File: src/rtl/memctl_pkg.sv
// Shared types and defaults for the memory controller.
// Holds the controller state encoding and default bus widths.
// Imported by memory_control and its testbench.
package memctl_pkg;

  localparam int ADDR_W_DEF = 32;
  localparam int DATA_W_DEF = 32;

  typedef enum logic [2:0] {
    IDLE  = 3'd0,
    DACC  = 3'd1,
    IACC  = 3'd2,
    DRESP = 3'd3,
    IRESP = 3'd4
  } memctl_state_t;

endpackage

File: src/rtl/memory_control.sv
// Arbitrates datapath data and instruction requests onto one shared RAM port (data first).
// Latency: ram_ready in cycle N gives a one-cycle hit in N+1; minimum request-to-hit is 3 cycles.
// Backpressure: RAM stalls via ram_ready; requests are sampled only in IDLE. Optional MEMCTL_PERF_EN adds hit counters.
module memory_control
  import memctl_pkg::*;
#(
  parameter int ADDR_W = ADDR_W_DEF,
  parameter int DATA_W = DATA_W_DEF
`ifdef MEMCTL_PERF_EN
  ,parameter int CNT_W = 32
`endif
) (
  input  logic              CLK,
  input  logic              RST,
  input  logic              iRen,
  input  logic [ADDR_W-1:0] iaddr,
  input  logic              dRen,
  input  logic              dWen,
  input  logic [ADDR_W-1:0] daddr,
  input  logic [DATA_W-1:0] dstore,
  output logic              iHit,
  output logic              dHit,
  output logic [DATA_W-1:0] iload,
  output logic [DATA_W-1:0] dload,
  output logic              ramREN,
  output logic              ramWEN,
  output logic [ADDR_W-1:0] ramaddr,
  output logic [DATA_W-1:0] ramstore,
  input  logic [DATA_W-1:0] ramload,
  input  logic              ram_ready
`ifdef MEMCTL_PERF_EN
  ,output logic [CNT_W-1:0] icount,
  output logic [CNT_W-1:0]  dcount
`endif
);

  memctl_state_t     state_q, state_d;
  logic [ADDR_W-1:0] addr_q;
  logic [DATA_W-1:0] data_q;
  logic              wr_q;
  logic [DATA_W-1:0] iload_q;
  logic [DATA_W-1:0] dload_q;

  // State register.
  always_ff @(posedge CLK) begin
    if (RST) state_q <= IDLE;
    else     state_q <= state_d;
  end

  // Request capture in IDLE (dWen beats dRen) and load-data capture on RAM completion.
  always_ff @(posedge CLK) begin
    if (RST) begin
      addr_q  <= '0;
      data_q  <= '0;
      wr_q    <= 1'b0;
      iload_q <= '0;
      dload_q <= '0;
    end else begin
      case (state_q)
        IDLE: begin
          if (dRen || dWen) begin
            addr_q <= daddr;
            data_q <= dstore;
            wr_q   <= dWen;
          end else if (iRen) begin
            addr_q <= iaddr;
            wr_q   <= 1'b0;
          end
        end
        DACC: if (ram_ready && !wr_q) dload_q <= ramload;
        IACC: if (ram_ready) iload_q <= ramload;
        default: ;
      endcase
    end
  end

  // Next-state and RAM/hit decode; hits come from state only, never from ram_ready.
  always_comb begin
    state_d  = state_q;
    iHit     = 1'b0;
    dHit     = 1'b0;
    ramREN   = 1'b0;
    ramWEN   = 1'b0;
    ramaddr  = '0;
    ramstore = '0;
    case (state_q)
      IDLE: begin
        if (dRen || dWen) state_d = DACC;
        else if (iRen)    state_d = IACC;
      end
      DACC: begin
        ramaddr  = addr_q;
        ramREN   = !wr_q;
        ramWEN   = wr_q;
        ramstore = wr_q ? data_q : '0;
        if (ram_ready) state_d = DRESP;
      end
      IACC: begin
        ramaddr = addr_q;
        ramREN  = 1'b1;
        if (ram_ready) state_d = IRESP;
      end
      // One-cycle gap lets the requester drop its strobe before IDLE samples again.
      DRESP: begin
        dHit    = 1'b1;
        state_d = IDLE;
      end
      IRESP: begin
        iHit    = 1'b1;
        state_d = IDLE;
      end
      default: state_d = IDLE;
    endcase
  end

  assign iload = iload_q;
  assign dload = dload_q;

`ifdef MEMCTL_PERF_EN
  logic [CNT_W-1:0] icount_q;
  logic [CNT_W-1:0] dcount_q;

  // Count completed instruction fetches (wraps naturally).
  always_ff @(posedge CLK) begin
    if (RST)                 icount_q <= '0;
    else if (state_q == IRESP) icount_q <= icount_q + 1'b1;
  end

  // Count completed data accesses (wraps naturally).
  always_ff @(posedge CLK) begin
    if (RST)                 dcount_q <= '0;
    else if (state_q == DRESP) dcount_q <= dcount_q + 1'b1;
  end

  assign icount = icount_q;
  assign dcount = dcount_q;
`endif

endmodule

File: config.mk
export PLATFORM = sky130hd
export DESIGN_NAME = memory_control
export DESIGN_NICKNAME = d
export VERILOG_FILES = /design/src/rtl/memctl_pkg.sv /design/src/rtl/memory_control.sv
export SDC_FILE = /design/constraint.sdc
export NUM_CORES = 1
export LEC_CHECK = 0
export CAP_MARGIN = 25
export CORE_ASPECT_RATIO = 1.5
export CORE_MARGIN = 1.5
export CORE_UTILIZATION = 45
export CTS_CLUSTER_DIAMETER = 120
export DETAILED_ROUTE_END_ITERATION = 10
export PLACE_DENSITY = 0.88
export SLEW_MARGIN = 5
export SYNTH_ARGS = -nofsm -noshare
export SYNTH_HDL_FRONTEND = slang
export SYNTH_SLANG_ARGS = --single-unit
File: constraint.sdc
create_clock -name CLK -period 3.3 [get_ports CLK]
set_clock_uncertainty 0.2 [all_clocks]
set_input_delay 0.99 -clock CLK [delete_from_list [all_inputs] [get_ports CLK]]
set_output_delay 0.99 -clock CLK [all_outputs]
set_load 0.02 [all_outputs]
After elaboration in Yosys (flattened, before gate mapping)
Index checks and enable logic that the tools add are counted.
- muxes and demuxes: 16
- equality and inequality tests: 7
- reduce and logical (&&, ||, !) cells: 11
- operators by type and width (operator ; number):
    32-bit 2-to-1 mux ; 5
    3-bit 2-to-1 mux ; 4
    3-bit case mux with 3 select lines ; 1
    2-bit AND reduction ; 4
    3-bit by 2-bit == test with 1-bit output, second input constant ; 2
    1-bit 2-to-1 mux ; 5
    2-bit != test, second input constant ; 2
    3-bit by 1-bit == test with 1-bit output, second input constant ; 1
    3-bit == test, second input constant ; 1
    3-bit logical NOT ; 1
    3-bit != test, second input constant ; 1
    3-bit AND reduction ; 1
    1-bit case mux with 2 select lines ; 1
    2-bit nonzero test ; 1
    2-bit OR reduction ; 1
    1-bit logical AND ; 1
    1-bit logical NOT ; 1
    1-bit logical OR ; 1
- word-level logic and storage cells: 40
- input bits: 134
- flip-flop bits (word level): 132

Longest topological paths before layout
- depth after elaboration: 3
- gate-level depth with buffers: 6
- depth with buffers taken out: 3

Worst setup path after synthesis
Ideal clock, no wire load.
- kind: register -> output
- start point: register state_q[0]
- end point: output port ramstore[22]
- buffers on the path: 2
- slack: 0.792 ns
- stages on the path, launching flop included: 6
- required time: 2.110 ns
- data arrival time: 1.318 ns
- path through: dfxtp_1 > buf_2 > nand2_1 > nor3_2 > buf_2 > and2_1
- cells in the longest elaborated chain, start to end: 2
- RTL lines (what ; RTL line ; RTL):
    start: declaration ; memory_control.sv:37 ; memctl_state_t state_q, state_d;
    start signal: assignment ; memory_control.sv:47 ; else state_q <= state_d;
    3-bit by 1-bit == test with 1-bit output ; memory_control.sv:86 ; case (state_q)
    32-bit 2-to-1 mux ; memory_control.sv:86 ;
    end: declaration ; memory_control.sv:28 ; output logic [DATA_W-1:0] ramstore,
No other way between the ends.

Worst setup path after layout
- start point: register state_q[0]
- end point: output port ramaddr[28]
- cells in the longest elaborated chain, start to end: 3
- elaborated cells between the ends (all ways): 4
- RTL lines (what ; RTL line ; RTL):
    3-bit by 2-bit == test with 1-bit output or 3-bit by 1-bit == test with 1-bit output (tied branches) ; memory_control.sv:86 ;
    2-bit OR reduction (no line) (*) ; -- ;
    32-bit 2-to-1 mux (*) ; memory_control.sv:86 ;
    end: declaration ; memory_control.sv:27 ; output logic [ADDR_W-1:0] ramaddr,
Mark *: on every way between the ends. The rest lies on a longest branch, timed or not.

==> results.txt <==
Max VDD drop - 0.346 mV
Max-cap viol count - 0
Period minus WS final - 3.24 ns
DP HPWL - 12900 microns
PD cells - 548 nW/um^2
Critical path class - flip-flop to output pin
Aggregate global-route resource usage - 26.9%
Setup violators final - 0
Place WS - 0.384 ns
Outcome - complete, no violations
Worst r2r src - state_q[2]
Syn nets - 856
Fin. max-slew vios - 0
Leakage - 3.99 nW
Fin worst setup slack - 0.0597 ns
R2r setup slk - 1.11 ns
CP Launch Type - flip-flop
CTS tree - yes
Yosys top cell by area - dfxtp_1
1st-iter DRT viols - 215
Worst relative slew slack - 52.3%
Placer Congestion - 0.861
Antenna-violating nets left - 0
Die width - 96.9 microns
Vias per cell - 5.52
Vias in the first global route - 6007
Die H - 144 microns
Hold buffer count at cts - 0
First-pass iteration count of the detailed router - 4
First-pass GRT wire length - 30100 microns
FMAX - 309 MHz
Synth Register Bits - 132
Post-Syn Area - 5950 sq um
Synth warn - 0
H-tree lvl count - 4
Sequential area share after synthesis - 44.4%
Setup bufs post-CTS - 0
Placed Instance Area - 8610 sq um
Syn avg cell area - 8.24 sq um
Worst r2r path cells - 4
CP Data Arrival Time - 2.05 ns
Mux share of post-synthesis cell area - 0.168%
Clk buf depth - 2
Post-synth cell types - 36
HP Class - flip-flop to flip-flop
Vias - 6195
FP Rows - 51
PortBufs - 265
Synth area leaders - dfxtp_1, a21oi_1, nand2_1, and2_1, nand3_1
Share of cells above drive strength 1 - 10.6%
Yosys top cell area share - 44.4%
Synth Area in Adders - 0%
Xor/xnor share of the synthesized area - 0.147%
Dpl cells - 1090
Drt drc - 0
Area delta synth->final - 56.5%
Core Region - 13000 sq um
Cells after Synth - 722
Num CTS Buffers - 17
# fillers - 987
Clk root buf - clkbuf_16
Hold_ws - 0.251 ns
Average routed wire per standard cell - 17.3 microns
Initial Util - 45.9%
Fin. Hold Viols - 0
Clk sink count - 132
Final instance area - 9320 sq um
Post-Route WL - 19400 microns
I/O Pins - 266
Worst EP required - 2.11 ns
Synth Area in Simple Gates - 23.5%
Die area - 13900 sq um
CP endpoint - ramaddr[28]
Initial antenna violation count - 1
R2r endpoint - addr_q[18]
Worst setup EP type - output pin
Largest net degree at the start of global routing - 61
Skew-Pair Late Insertion Delay - 0.40 ns
Synth Area in Compound Gates - 24.8%
Slew @ Worst Pin - 0.716 ns
Grt ovf - 0
Final std cells w/o fill - 1122
CTS clock-pin slew for the worst setup and hold paths - 0.06 ns
Fin crit share - 98.2%
Crit-path max FO - 32
Fin nets - 1084
CP Launch Point - state_q[0]
Largest family of logic cells by synthesized area - compound AO/OA/AOI/OAI gates
## sequential cells by signal, indices dropped and copies added (netlist names)
signal	cells
dload	32
wr_q	1
addr_q	32
state_q	3
iload	32
data_q	32
## power by group
| part | internal, mW | switching, mW | leakage, nW |
|---|---|---|---|
| registers | 1.76 | 0.0907 | 1.08 |
| clock network | 1.19 | 0.734 | 0.294 |
| logic | 0.598 | 0.728 | 2.62 |
## placed cells by master, fill, tap and decap left out, types with 30 or more instances in the layout
master / count
dlymetal6s2s_1: 40
nand3_1: 64
and2_1: 64
nand2_1: 131
clkdlybuf4s50_1: 223
o21ai_0: 36
a21oi_1: 110
dfxtp_1: 132
o21ai_1: 30
## synthesized netlist by cell type (all sizes together)
library cell and instances:
or3 2, inv 1, xnor2 1, a21oi 130, nand4bb 1, dfxtp 132
mux2i 1, o21ai 66, nand2 131, nand2b 1, and2 64, and4bb 1
buf 40, or2 1, nor2 6, or4b 1, nor3 4, clkbuf 37
o32ai 1, nor3b 2, clkinv 1, nand3 64, o21a 1, a311oi 32
nor4b 1
## worst min-delay path by stage
stage	startpoint	end	slack (ns)	depth (start not counted)
after floorplan	data_q[0]	data_q[0]	0.25	2
after global placement	iload[11]	iload[11]	0.24	2
after detailed placement	iload[17]	iload[17]	0.25	2
after CTS	iload[17]	iload[17]	0.25	2
after global routing	iload[11]	iload[11]	0.27	2
final	iload[17]	iload[17]	0.25	2
## cell type report
type                       count  area, sq um  area share [%]
antenna                        1         2.50          0.0269
clock inverter                14          178            1.91
clock buffer                  17          425            4.57
inverter                       2         7.51          0.0806
sequential                   132         2640            28.4
multi-input combinational    511         2900            31.1
timing repair buffer         286         2960            31.8
tap                          159          199            2.14
## through the flow
step           setup TNS (ns)  power, mW  utilization, %
6_report                    0       5.10            71.9
5_1_grt                -0.572       5.32            71.9
4_1_cts                     0       5.13            71.1
3_5_place_dp                0       3.21            66.4
3_3_place_gp                0       3.17            66.4
2_1_floorplan               0       2.69               -
## cell families (layout without fill, tap and decap cells)
group / Yosys count / in the layout
AND/OR/NAND/NOR: 279 / 279
AO/OA/AOI/OAI: 230 / 230
flip-flops: 132 / 132
buffers and inverters: 79 / 319
XOR/XNOR: 1 / 1
multiplexers: 1 / 1
other: 0 / 1
## per-layer routing
layer / track usage, % / vias up / part of all wire [%]
li1: - / 2953 / -
met1: 29.4 / 2926 / 37
met2: 47.8 / 260 / 53
met3: 6.52 / 56 / 5.6
met4: 15.1 / 0 / 4.7
met5: 0 / - / 0
## what timing repair did
item / in CTS / in global routing
resized for setup: 2 / 40
cloned: 0 / 0
setup endpoints to repair: 32 / 40
endpoints found under the hold margin: 0 / 0
## critical path, cell delays in order, from the launching register on
cell and delay (ns):
dfxtp_1 0.41, xnor2_1 0.13, nor2_2 0.14, buf_12 0.18
and2_1 0.14, clkdlybuf4s50_1 0.64
Power figures use the tool's default switching activity.
